==> src/rtl/sequence_store_if.sv <==
// sequence_store_if
//   Bundles the sequence-store request/read signals shared between the game
//   FSM / blinker side (master) and the sequence store (slave).
//   gen_start   master->slave  request a new random fill
//   stir        master->slave  player button activity, perturbs the LFSR
//   rd_addr     master->slave  read address (blinker count)
//   gen_busy    slave->master  high while filling
//   gen_done    slave->master  one-cycle pulse when the fill completes
//   led_to_glow slave->master  entry at rd_addr
interface sequence_store_if;
    logic       gen_start;
    logic       stir;
    logic [3:0] rd_addr;
    logic       gen_busy;
    logic       gen_done;
    logic [1:0] led_to_glow;

    modport master (
        output gen_start, stir, rd_addr,
        input  gen_busy, gen_done, led_to_glow
    );

    modport slave (
        input  gen_start, stir, rd_addr,
        output gen_busy, gen_done, led_to_glow
    );
endinterface

==> src/rtl/sequence_store.sv <==
// sequence_store
//   Generates and holds the Simon Says colour sequence (one 2-bit LED code per
//   step). A free-running 8-bit LFSR, stirred by button activity, supplies the
//   random candidates; a small IDLE -> FILL -> DONE machine writes DEPTH
//   entries on request. Reads are combinational.
// Ports
//   clk    system clock
//   reset  asynchronous, active-high reset (clears LFSR, FSM and memory)
//   bus    sequence_store_if.slave: gen_start, stir, rd_addr in;
//          gen_busy, gen_done, led_to_glow out
// Parameters
//   DEPTH  number of entries, 1..16
//   SEED   LFSR reset/reload value, nonzero
// Build option
//   SEQ_NO_REPEAT_EN  when defined, an entry equal to its predecessor is
//                     bumped by one (mod 4) so no two consecutive entries match.
module sequence_store #(
    parameter int         DEPTH = 16,
    parameter logic [7:0] SEED  = 8'hA5
) (
    input  logic             clk,
    input  logic             reset,
    sequence_store_if.slave  bus
);

    localparam logic [3:0] LAST = 4'(DEPTH - 1);

    typedef enum logic [1:0] {
        IDLE = 2'd0,
        FILL = 2'd1,
        DONE = 2'd2
    } state_t;

    state_t      state, state_nxt;
    logic [7:0]  lfsr, lfsr_nxt;
    logic [3:0]  k, k_nxt;
    logic        wr_en;
    logic [1:0]  wr_data;
    logic [1:0]  cand;
    logic [1:0]  mem [16];

    // LFSR: taps 8,6,5,4 (maximal length). Stir flips the new LSB; a zero
    // result is replaced by SEED so the register can never lock up.
    always_comb begin
        lfsr_nxt = {lfsr[6:0], lfsr[7] ^ lfsr[5] ^ lfsr[4] ^ lfsr[3]};
        if (bus.stir)
            lfsr_nxt = lfsr_nxt ^ 8'h01;
        if (lfsr_nxt == 8'h00)
            lfsr_nxt = SEED;
    end

    always_ff @(posedge clk or posedge reset) begin
        if (reset)
            lfsr <= SEED;
        else
            lfsr <= lfsr_nxt;
    end

    // Candidate is taken from the value the LFSR holds before this edge.
    assign cand = lfsr[1:0];

    always_comb begin
        wr_data = cand;
`ifdef SEQ_NO_REPEAT_EN
        // mem[k-1] was written on the previous edge, so it already holds the
        // final value of the preceding entry.
        if (k != 4'd0 && cand == mem[k - 4'd1])
            wr_data = cand + 2'd1;
`endif
    end

    // FSM state register
    always_ff @(posedge clk or posedge reset) begin
        if (reset) begin
            state <= IDLE;
            k     <= 4'd0;
        end else begin
            state <= state_nxt;
            k     <= k_nxt;
        end
    end

    // FSM next-state / outputs
    always_comb begin
        state_nxt    = state;
        k_nxt        = k;
        wr_en        = 1'b0;
        bus.gen_busy = 1'b0;
        bus.gen_done = 1'b0;
        case (state)
            IDLE: begin
                if (bus.gen_start) begin
                    state_nxt = FILL;
                    k_nxt     = 4'd0;
                end
            end
            FILL: begin
                bus.gen_busy = 1'b1;
                wr_en        = 1'b1;
                if (k == LAST)
                    state_nxt = DONE;
                else
                    k_nxt = k + 4'd1;
            end
            DONE: begin
                // gen_start here is dropped, not queued.
                bus.gen_done = 1'b1;
                state_nxt    = IDLE;
            end
            default: state_nxt = IDLE;
        endcase
    end

    // Storage; unused entries above DEPTH stay at zero.
    always_ff @(posedge clk or posedge reset) begin
        if (reset) begin
            for (int i = 0; i < 16; i++)
                mem[i] <= 2'b00;
        end else if (wr_en) begin
            mem[k] <= wr_data;
        end
    end

    // Zero-latency read; out-of-range addresses read as 0.
    assign bus.led_to_glow = ({28'd0, bus.rd_addr} < 32'(DEPTH)) ? mem[bus.rd_addr] : 2'b00;

endmodule

==> src/flat_wrapper.sv <==
// flat-port wrapper written by rule: the top's interface ports become plain ports
module sequence_store_flat 
#(
    parameter int         DEPTH = 16,
    parameter logic [7:0] SEED  = 8'hA5
)
  (clk, reset, bus_gen_start, bus_stir, bus_rd_addr, bus_gen_busy, bus_gen_done, bus_led_to_glow);
  sequence_store_if bus_i ();
  input  logic clk;
  input  logic reset;
  input wire logic [$bits(bus_i.gen_start)-1:0] bus_gen_start;
  input wire logic [$bits(bus_i.stir)-1:0] bus_stir;
  input wire logic [$bits(bus_i.rd_addr)-1:0] bus_rd_addr;
  output wire logic [$bits(bus_i.gen_busy)-1:0] bus_gen_busy;
  output wire logic [$bits(bus_i.gen_done)-1:0] bus_gen_done;
  output wire logic [$bits(bus_i.led_to_glow)-1:0] bus_led_to_glow;
  assign bus_i.gen_start = bus_gen_start;
  assign bus_i.stir = bus_stir;
  assign bus_i.rd_addr = bus_rd_addr;
  assign bus_gen_busy = bus_i.gen_busy;
  assign bus_gen_done = bus_i.gen_done;
  assign bus_led_to_glow = bus_i.led_to_glow;
  sequence_store #(.DEPTH(DEPTH), .SEED(SEED)) u_core (.clk(clk), .reset(reset), .bus(bus_i));
endmodule
==> config.mk <==
export PLATFORM = sky130hd
export DESIGN_NAME = sequence_store_flat
export DESIGN_NICKNAME = d
export VERILOG_FILES = /design/src/rtl/sequence_store_if.sv /design/src/rtl/sequence_store.sv /design/src/flat_wrapper.sv
export SDC_FILE = /design/constraint.sdc
export NUM_CORES = 1
export LEC_CHECK = 0
export CAP_MARGIN = 40
export CORE_MARGIN = 3
export CORE_UTILIZATION = 30
export DETAILED_ROUTE_END_ITERATION = 7
export GPL_ROUTABILITY_DRIVEN = 1
export PLACE_DENSITY = 0.43
export SYNTH_ARGS = -nofsm -noshare
export SYNTH_HDL_FRONTEND = slang
export SYNTH_SLANG_ARGS = --single-unit
==> constraint.sdc <==
create_clock -name clk -period 4.3 [get_ports clk]
set_input_delay 0.86 -clock clk [delete_from_list [all_inputs] [get_ports clk]]
set_output_delay 0.86 -clock clk [all_outputs]
set_load 0.05 [all_outputs]
---- Word level (Yosys, flattened, before mapping) ----
Index checks and enable logic that the tools add are counted.
Widths: inputs -> output; s select.
word-level totals
  flip-flop bits (word level) ............. 46
  output and inout bits ................... 4
  word-level logic and storage cells ...... 57
cells by class
  $add $sub $neg .......................... 1
  order comparisons ....................... 3
  equal/unequal tests ..................... 6
  multiplexer cells ....................... 16
  bitwise gates (word level) .............. 6
  reductions and logical operators ........ 6
operator list
  kind                 count
  $bwmux 32            1
  $ge 5x5->1 const B   2
  $mux 2               5
  $not 4->5            2
  $bmux 2 s4           1
  $demux 2 s4          1
  $logic_not 8->1      1
  $mux 4               2
  $mux 8               1
  $pmux 4 s2           1
  $lt 5x1->1 const B   1
  $add 4x1->4 const B  1
  $eq 4x4->1 const B   1
  $ne 2x2->1 const B   2
  $pmux 2 s2           1
  $mux 1               3
  $reduce_and 3->1     1
  $xor 1x1->1          3
  $eq 2x1->1 const B   1
  $eq 2x2->1 const B   1
  $logic_not 2->1      1
  $ne 2x1->1 const B   1
  $reduce_and 2->1     1
  $reduce_bool 2->1    1
  other kinds (2)      2

---- Logic depth before layout (Yosys ltp) ----
Gate-level depths: netlist of run 1.
  word-level depth ........................ 7
  gate-level depth with buffers ........... 5
  depth with buffers taken out ............ 5

---- Least setup slack after synthesis of run 1 ----
Ideal clock, no wire load.
  path kind ............................... input port to output port
  start ................................... input port bus_rd_addr[0]
  end ..................................... output port bus_led_to_glow[0]
  arrival ................................. 2.075 ns
  data required time ...................... 3.440 ns
  setup slack ............................. 1.365 ns
  stages .................................. 4
  cell sequence ........................... buf_6 > mux4_1 > a22oi_1 > nand3_1
between the ends
  word-level cells in the longest chain between the ends .. 4
ends and longest elaborated chain
  item                                        line                   source
  from (decl)                                 flat_wrapper.sv:13     input wire logic [$bits(bus_i.rd_addr)-1:0] bus_rd_addr;
  $not 4->5 (not written as such)             sequence_store.sv:125  assign bus.led_to_glow = ({28'd0, bus.rd_addr} < 32'(DEPTH)) ? mem[bus.rd_addr] : 2'b00;
  $bmux 2 s4                                  sequence_store.sv:125
  $mux 2 (not written as such) (2 in series)  sequence_store.sv:125
  to (decl)                                   flat_wrapper.sv:16     output wire logic [$bits(bus_i.led_to_glow)-1:0] bus_led_to_glow;
Every way passes these cells. The select of a mux whose other input is x is not followed.

---- Final worst setup path of run 1 ----
Same ends and word-level chain as after synthesis.

==> metrics.md, run 1 <==
| Metric | Value |
|---|---|
| Layout-stage area growth over the synthesis result | 12.63% |
| Leading cell types in the layout, fill and taps excluded | 42 x sky130_fd_sc_hd__dfrtp_1, 32 x sky130_fd_sc_hd__mux2_2, 15 x sky130_fd_sc_hd__nor2_1, 10 x sky130_fd_sc_hd__nand3_1, 9 x sky130_fd_sc_hd__clkdlybuf4s50_1 |
| Combined global-route utilization of all metal layers | 11.81% |
| Setup Buffers After CTS | 0 |
| Maximum number of pins on one net before global-route repair | 47 |
| Layout Nets | 186 |
| Sequential area share after synthesis | 52.59% |
| Number of vias in the routed layout | 1314 |
| I/O pin total | 12 |
| DRC errors left | 0 |
| Gate family responsible for the most delay along the worst path | buffers and inverters |
| Total negative slack | 0 ps |
| Number of buffers added by the clock tree synthesis step | 5 |
| Number of synthesized flops with an enable pin | 0 |
| Number of warnings issued by yosys | 0 |
| Worst-case clock skew | 9.716 ps |
| Number of hold violations in the final report | 0 |
| Maximum fanout encountered on the critical timing path | 8 |
| Routability Congestion | 0.7438 |
| Run status | finished clean |
| Routed length per placed instance | 16.76 µm |
| Power density over the cells | 741.7 nW/µm² |
| Final HPWL from detailed placement | 3.184 mm |
| CP Cell Sequence | clkdlybuf4s50_1 > mux4_1 > a22oi_1 > nand3_1 > buf_4 |
| Routed metal-1 wirelength | 2.110 mm |
| Via count normalized by instance count | 4.849 |
| Final Slew Violations | 0 |
| Clock slew seen by the registers of the worst setup and hold paths | 80 ps |
| Worst Setup Start Kind | input port |
| Synth Cell Area | 2198 µm² |
| Worst setup slack before clock tree synthesis | 663.6 ps |
| Peak supply drop | 0.2342 mV |
| Post-Route WL | 4.542 mm |
| Root buf cell | sky130_fd_sc_hd__clkbuf_8 |
| Hold-fix buffers at CTS | 0 |
| Starting density of the core | 31.66% |
| Max Used Layer | met4 |
| Width of the chip | 91.60 µm |
| Synth Area per Inst | 13.40 µm² |
| CTS H-tree depth | 2 |
| Core Footprint | 6944 µm² |
| Worst Tran Pin Value | 601.9 ps |
| Antenna Nets Post-Route | 0 |
| Final Worst Setup Slack | 697.8 ps |
| Count of instances resized after the clock tree is built | 0 |
| Met2 routed WL | 2.277 mm |
| Fraction of layout instances using a drive strength above 1 | 29.14% |
| Floorplan row count | 30 |
| Number of antenna violations at the first check in global routing | 0 |
| Port Buffer Count | 11 |
| Maximum cell stage delay along the critical path | 770 ps |
| Final number of setup-violating endpoints | 0 |
| Leakage power | 1.034 nW |
| Vias in the first global route | 1474 |
| Mapped Nets | 176 |
| Number of synthesized register bits | 46 |
| Required time at the endpoint of the critical path | 3440 ps |
| Post-Syn Instances | 164 |
| Count of clock tree sinks | 46 |
| Arrival time of data at the critical path endpoint | 2740 ps |
| Worst Setup Path Type | input port to primary output |
| Shortest period the worst path allows | 3602 ps |
| Most common library cell in the layout ignoring fill and taps | sky130_fd_sc_hd__dfrtp_1 |
| Crit. End Element | primary output |
| CTS tree | done |
| Final Cycle Share | 83.77% |
| Diodes inserted | 0 |
| Critical path buffers and inverters | 2 |
| Class of the tightest hold or removal check | register to register |
| Congestion Overflow GR | 0 |
| Leading register cell type out of synthesis | sky130_fd_sc_hd__dfrtp_1 |
| Chip Height | 91.60 µm |
| Worst-skew pair later-pin latency | 300 ps |
| Achievable frequency | 0.2776 GHz |
| Max-cap viol count | 0 |
| Share of synthesized registers carrying an async set or reset | 100.0% |
| Slowest library cell on the worst path | sky130_fd_sc_hd__clkdlybuf4s50_1 |
| Setup repair after global routing missed its margin | false |
| WL met3 | 100 µm |
| Overall die area | 8391 µm² |
| Violation count after the first detailed-routing iteration | 34 |
| Slew margin rel. | 59.88% |
| Distinct cells, synth | 32 |
| First-pass GRT wire length | 7.686 mm |
| Drt pass-1 iters | 4 |
| Fill cell instance count of the final layout | 687 |
| Maximum count of clock buffers along a single path | 2 |
## state kept, by name (all words and copies together) (netlist names)
signal	flops
u_core.mem	32
u_core.state	2
u_core.lfsr	8
u_core.k	4
## synthesized netlist by cell type, types with 2 or more instances
cell type	number	area share, %
sky130_fd_sc_hd__mux4_2	3	3.1
sky130_fd_sc_hd__nand3_1	10	2.3
sky130_fd_sc_hd__a21oi_1	2	0.46
sky130_fd_sc_hd__a22oi_1	2	0.68
sky130_fd_sc_hd__dfstp_2	4	4.8
sky130_fd_sc_hd__inv_1	4	0.68
sky130_fd_sc_hd__clkbuf_1	7	1.2
sky130_fd_sc_hd__nand2b_1	5	1.4
sky130_fd_sc_hd__nor2_1	15	2.6
sky130_fd_sc_hd__dfrtp_1	42	48
sky130_fd_sc_hd__nor3_1	3	0.68
sky130_fd_sc_hd__mux2_2	32	16
sky130_fd_sc_hd__ha_1	4	2.3
sky130_fd_sc_hd__nand2_1	4	0.68
sky130_fd_sc_hd__nand3b_1	4	1.4
sky130_fd_sc_hd__mux4_1	5	6.0
sky130_fd_sc_hd__nor2b_1	3	0.85
## through the flow
stage | cells | total power [mW] | hold slack, ps | utilization [%] | instance area, µm²
3_3_place_gp | 263 | 1.567 | 394.3 | 34.36 | 2386
5_1_grt | 271 | 1.964 | 408.9 | 35.66 | 2476
2_1_floorplan | 164 | 1.380 | 437.2 | - | 2198
4_1_cts | 271 | 1.859 | 404.7 | 35.66 | 2476
6_report | 271 | 1.836 | 402.3 | 35.66 | 2476
3_5_place_dp | 263 | 1.579 | 392.4 | 34.36 | 2386
## logic make-up (layout without fill, tap and decap cells)
logic type / count (synthesis) / after routing / synth area share (%)
flip-flops: 46 / 46 / 52.59
AO/OA/AOI/OAI: 8 / 8 / 2.732
adder cells (fa/ha/maj): 4 / 4 / 2.277
buffers and inverters: 13 / 24 / 2.732
AND/OR/NAND/NOR: 49 / 49 / 11.95
XOR/XNOR: 3 / 3 / 1.821
multiplexers: 41 / 41 / 25.90
## worst reg2reg max path: stages (launching register included)
cell	delay [ps]
sky130_fd_sc_hd__dfrtp_1	440
sky130_fd_sc_hd__inv_1	130
sky130_fd_sc_hd__ha_1	200
sky130_fd_sc_hd__nand3b_1	180
sky130_fd_sc_hd__nor2_1	260
sky130_fd_sc_hd__mux2_2	360
## per-layer routing
layer,up-vias,track usage [%]
met1,689,13.97
li1,607,-
met5,-,0
met4,0,3.392
met2,13,20.82
met3,5,3.231
## path summary, 6_finish.rpt
check / from / end / slack [ps] / cells past startpoint
worst min register to register: u_core.lfsr[2] / u_core.lfsr[3] / 400 / 0
worst max register to register: u_core.k[0] / u_core.mem[15] / 2620 / 5
min in group asynchronous: reset / u_core.lfsr[3] / 1020 / 3
worst max-delay path: bus_rd_addr[0] / bus_led_to_glow[0] / 700 / 5
max in group asynchronous: reset / u_core.mem[4] / 2880 / 3
worst min-delay path: u_core.lfsr[2] / u_core.lfsr[3] / 400 / 0
## report_power, final
group	leakage [nW]	switching (mW)	internal, mW
registers	0.546	0.205	0.667
logic	0.442	0.315	0.377
clock network	0.0455	0.142	0.131
## cell type report
| cell class | instances | area [µm²] | share of cell area, % |
|---|---|---|---|
| sequential | 46 | 1156 | 46.69 |
| inverter | 4 | 15.01 | 0.6064 |
| clock buffer | 8 | 90.09 | 3.638 |
| timing repair buffer | 12 | 112.6 | 4.548 |
| multi-input combinational | 105 | 982.2 | 39.67 |
| tap | 96 | 120.1 | 4.851 |
Note: power is estimated with default switching activity, not from simulation.
==> run 2: changes to the inputs <==
--- a/config.mk
+++ b/config.mk
@@ -10,7 +10,7 @@
 export CORE_UTILIZATION = 30
 export DETAILED_ROUTE_END_ITERATION = 7
 export GPL_ROUTABILITY_DRIVEN = 1
-export PLACE_DENSITY = 0.43
+export PLACE_DENSITY = 0.44
 export SYNTH_ARGS = -nofsm -noshare
 export SYNTH_HDL_FRONTEND = slang
 export SYNTH_SLANG_ARGS = --single-unit
==> constraint.sdc (replaced) <==
create_clock -name clk -period 3 [get_ports clk]
set_input_delay 0.6 -clock clk [delete_from_list [all_inputs] [get_ports clk]]
set_output_delay 0.6 -clock clk [all_outputs]
set_load 0.05 [all_outputs]
==> run 2 against run 1 <==
Effect of this change:
- final area increased by 2.1%
- non-clock buffer count increased by 3
- clock power increased by 37%
- core utilization increased by 0.74 points
- critical path type unchanged
- setup slack got worse by 550 ps
- critical endpoint is now bus_led_to_glow[1]
- sequential share of layout area decreased by 0.95 points
- final cell count increased by 1.1%
- combinational power increased by 44%
- sequential cell count unchanged
- largest power group unchanged
- die area unchanged
- via count decreased by 1.7%
==> metrics.md, run 2 (synthesis results as in run 1) <==
| Metric | Value |
|---|---|
| Arrival time of data at the critical path endpoint | 2260 ps (was 2740 ps) |
| Worst Setup Path Type | input port to primary output (unchanged) |
| Number of buffers added by the clock tree synthesis step | 5 (unchanged) |
| Maximum count of clock buffers along a single path | 2 (unchanged) |
| Total negative slack | 0 ps (unchanged) |
| Fill cell instance count of the final layout | 680 (was 687) |
| Max-cap viol count | 0 (unchanged) |
| Run status | finished clean (unchanged) |
| Achievable frequency | 0.3501 GHz |
| Worst-case clock skew | 7.291 ps (was 9.716 ps) |
| Drt pass-1 iters | 5 (was 4) |
| DRC errors left | 0 (unchanged) |
| Core Footprint | 6944 µm² (unchanged) |
| Crit. End Element | primary output (unchanged) |
| Number of hold violations in the final report | 0 (unchanged) |
| Setup Buffers After CTS | 0 (unchanged) |
| Shortest period the worst path allows | 2856 ps |
| Count of clock tree sinks | 46 (unchanged) |
| CP Cell Sequence | clkdlybuf4s50_1 > buf_12 > mux4_1 > a22oi_1 > nand3_1 > buf_4 (was clkdlybuf4s50_1 > mux4_1 > a22oi_1 > nand3_1 > buf_4) |
| Final Worst Setup Slack | 144.0 ps (was 697.8 ps) |
| Gate family responsible for the most delay along the worst path | buffers and inverters (unchanged) |
| Antenna Nets Post-Route | 0 (unchanged) |
| Peak supply drop | 0.4030 mV (was 0.2342 mV) |
| Hold-fix buffers at CTS | 0 (unchanged) |
| Critical path buffers and inverters | 3 (was 2) |
| Worst-skew pair later-pin latency | 290 ps (was 300 ps) |
| Chip Height | 91.60 µm (unchanged) |
| Routed length per placed instance | 16.01 µm (was 16.76 µm) |
| Port Buffer Count | 11 (unchanged) |
| Floorplan row count | 30 (unchanged) |
| Worst Tran Pin Value | 561.4 ps (was 601.9 ps) |
| Slew margin rel. | 62.57% (was 59.88%) |
| Required time at the endpoint of the critical path | 2400 ps (was 3440 ps) |
| Fraction of layout instances using a drive strength above 1 | 30.90% (was 29.14%) |
| Most common library cell in the layout ignoring fill and taps | sky130_fd_sc_hd__dfrtp_1 (unchanged) |
| Most flops, register | u_core.mem (unchanged) |
| Worst Setup Start Kind | input port (unchanged) |
| Class of the tightest hold or removal check | register to register (unchanged) |
| Maximum cell stage delay along the critical path | 550 ps (was 770 ps) |
| Leading cell types in the layout, fill and taps excluded | 42 x sky130_fd_sc_hd__dfrtp_1, 32 x sky130_fd_sc_hd__mux2_2, 15 x sky130_fd_sc_hd__nor2_1, 10 x sky130_fd_sc_hd__nand3_1, 9 x sky130_fd_sc_hd__clkdlybuf4s50_1 (unchanged) |
| Number of vias in the routed layout | 1292 (was 1314) |
| CTS tree | done (unchanged) |
| Width of the chip | 91.60 µm (unchanged) |
| Starting density of the core | 31.66% (unchanged) |
| Final Cycle Share | 95.20% |
| Root buf cell | sky130_fd_sc_hd__clkbuf_8 (unchanged) |
| Routed metal-1 wirelength | 2.130 mm (was 2.110 mm) |
| I/O pin total | 12 (unchanged) |
| Flip-flop count of the largest register, all copies and words added | 32 (unchanged) |
| Largest registers in the final layout | u_core.mem (32), u_core.lfsr (8), u_core.k (4) (unchanged) |
| Maximum fanout encountered on the critical timing path | 8 (unchanged) |
| Setup repair after global routing missed its margin | false (unchanged) |
| Vias in the first global route | 1382 (was 1474) |
| Diodes inserted | 0 (unchanged) |
| Layout-stage area growth over the synthesis result | 14.97% (was 12.63%) |
| Via count normalized by instance count | 4.715 (was 4.849) |
| Maximum number of pins on one net before global-route repair | 23 (was 47) |
| Number of antenna violations at the first check in global routing | 0 (unchanged) |
| Max Used Layer | met4 (unchanged) |
| Final HPWL from detailed placement | 3.246 mm (was 3.184 mm) |
| Layout Nets | 189 (was 186) |
| Overall die area | 8391 µm² (unchanged) |
| Leakage power | 1.060 nW (was 1.034 nW) |
| Met2 routed WL | 2.092 mm (was 2.277 mm) |
| Count of instances resized after the clock tree is built | 0 (unchanged) |
| Final number of setup-violating endpoints | 0 (unchanged) |
| Clock slew seen by the registers of the worst setup and hold paths | 90 ps (was 80 ps) |
| Congestion Overflow GR | 0 (unchanged) |
| Combined global-route utilization of all metal layers | 11.60% (was 11.81%) |
| Worst setup slack before clock tree synthesis | 114.9 ps (was 663.6 ps) |
| First-pass GRT wire length | 7.445 mm (was 7.686 mm) |
| Power density over the cells | 1034 nW/µm² (was 741.7 nW/µm²) |
| WL met3 | 119 µm (was 100 µm) |
| Violation count after the first detailed-routing iteration | 48 (was 34) |
| Post-Route WL | 4.388 mm (was 4.542 mm) |
| Final Slew Violations | 0 (unchanged) |
| Routability Congestion | 0.7365 (was 0.7438) |
| Slowest library cell on the worst path | sky130_fd_sc_hd__mux4_1 (was sky130_fd_sc_hd__clkdlybuf4s50_1) |
| CTS H-tree depth | 2 (unchanged) |
-- run 2: where the power goes --
group          internal [mW]  leakage (nW)  total [mW]  switching (mW)
sequential             0.955         0.546        1.24           0.287
combinational          0.548         0.469       0.998           0.450
clock                  0.165        0.0452       0.373           0.208
-- run 2: path summary, 6_finish.rpt --
path                                 endpoint           start  slack (ps)  cells after the start
setup / recovery           bus_led_to_glow[1]  bus_rd_addr[0]         140                      6
hold / removal                 u_core.lfsr[3]  u_core.lfsr[2]         410                      0
setup reg to reg                u_core.mem[7]     u_core.k[0]        1380                      5
hold reg to reg                u_core.lfsr[3]  u_core.lfsr[2]         410                      0
max in group asynchronous       u_core.mem[9]           reset        1840                      4
min in group asynchronous      u_core.lfsr[3]           reset         560                      2
-- run 2: final cells by class --
type / instances / area (µm²) / share of cell area, %
clock buffers: 6 / 72.57 / 2.871
clock inverters: 2 / 13.76 / 0.5446
inverters: 4 / 15.01 / 0.5941
multi-input cells: 105 / 982.2 / 38.86
flip-flops and latches: 46 / 1156 / 45.74
well taps: 96 / 120.1 / 4.752
repair buffers: 15 / 167.7 / 6.634
-- run 2: worst register-to-register path, cell delays in order, from the launching register on --
cell and delay, ps:
sky130_fd_sc_hd__dfrtp_1 440, sky130_fd_sc_hd__inv_1 130, sky130_fd_sc_hd__ha_1 200, sky130_fd_sc_hd__nand3b_1 150, sky130_fd_sc_hd__nor2_1 240, sky130_fd_sc_hd__mux2_2 360
-- run 2: stage by stage --
step	std cells	hold WS (ps)	utilization, %	cell area, µm²	total power, mW
CTS	274	409.3	36.40	2527	2.649
finish	274	407.9	36.40	2527	2.613
detailed placement	266	395.3	35.15	2441	2.263
floorplan	164	437.2	-	2198	1.979
global route	274	420.2	36.40	2527	2.818
global placement	265	390.8	34.76	2414	2.246
-- run 2: per-layer routing --
layer	track usage, %	up-vias
li1	-	610
met1	16.12	660
met2	17.71	18
met3	3.065	4
met4	3.392	0
met5	0	-
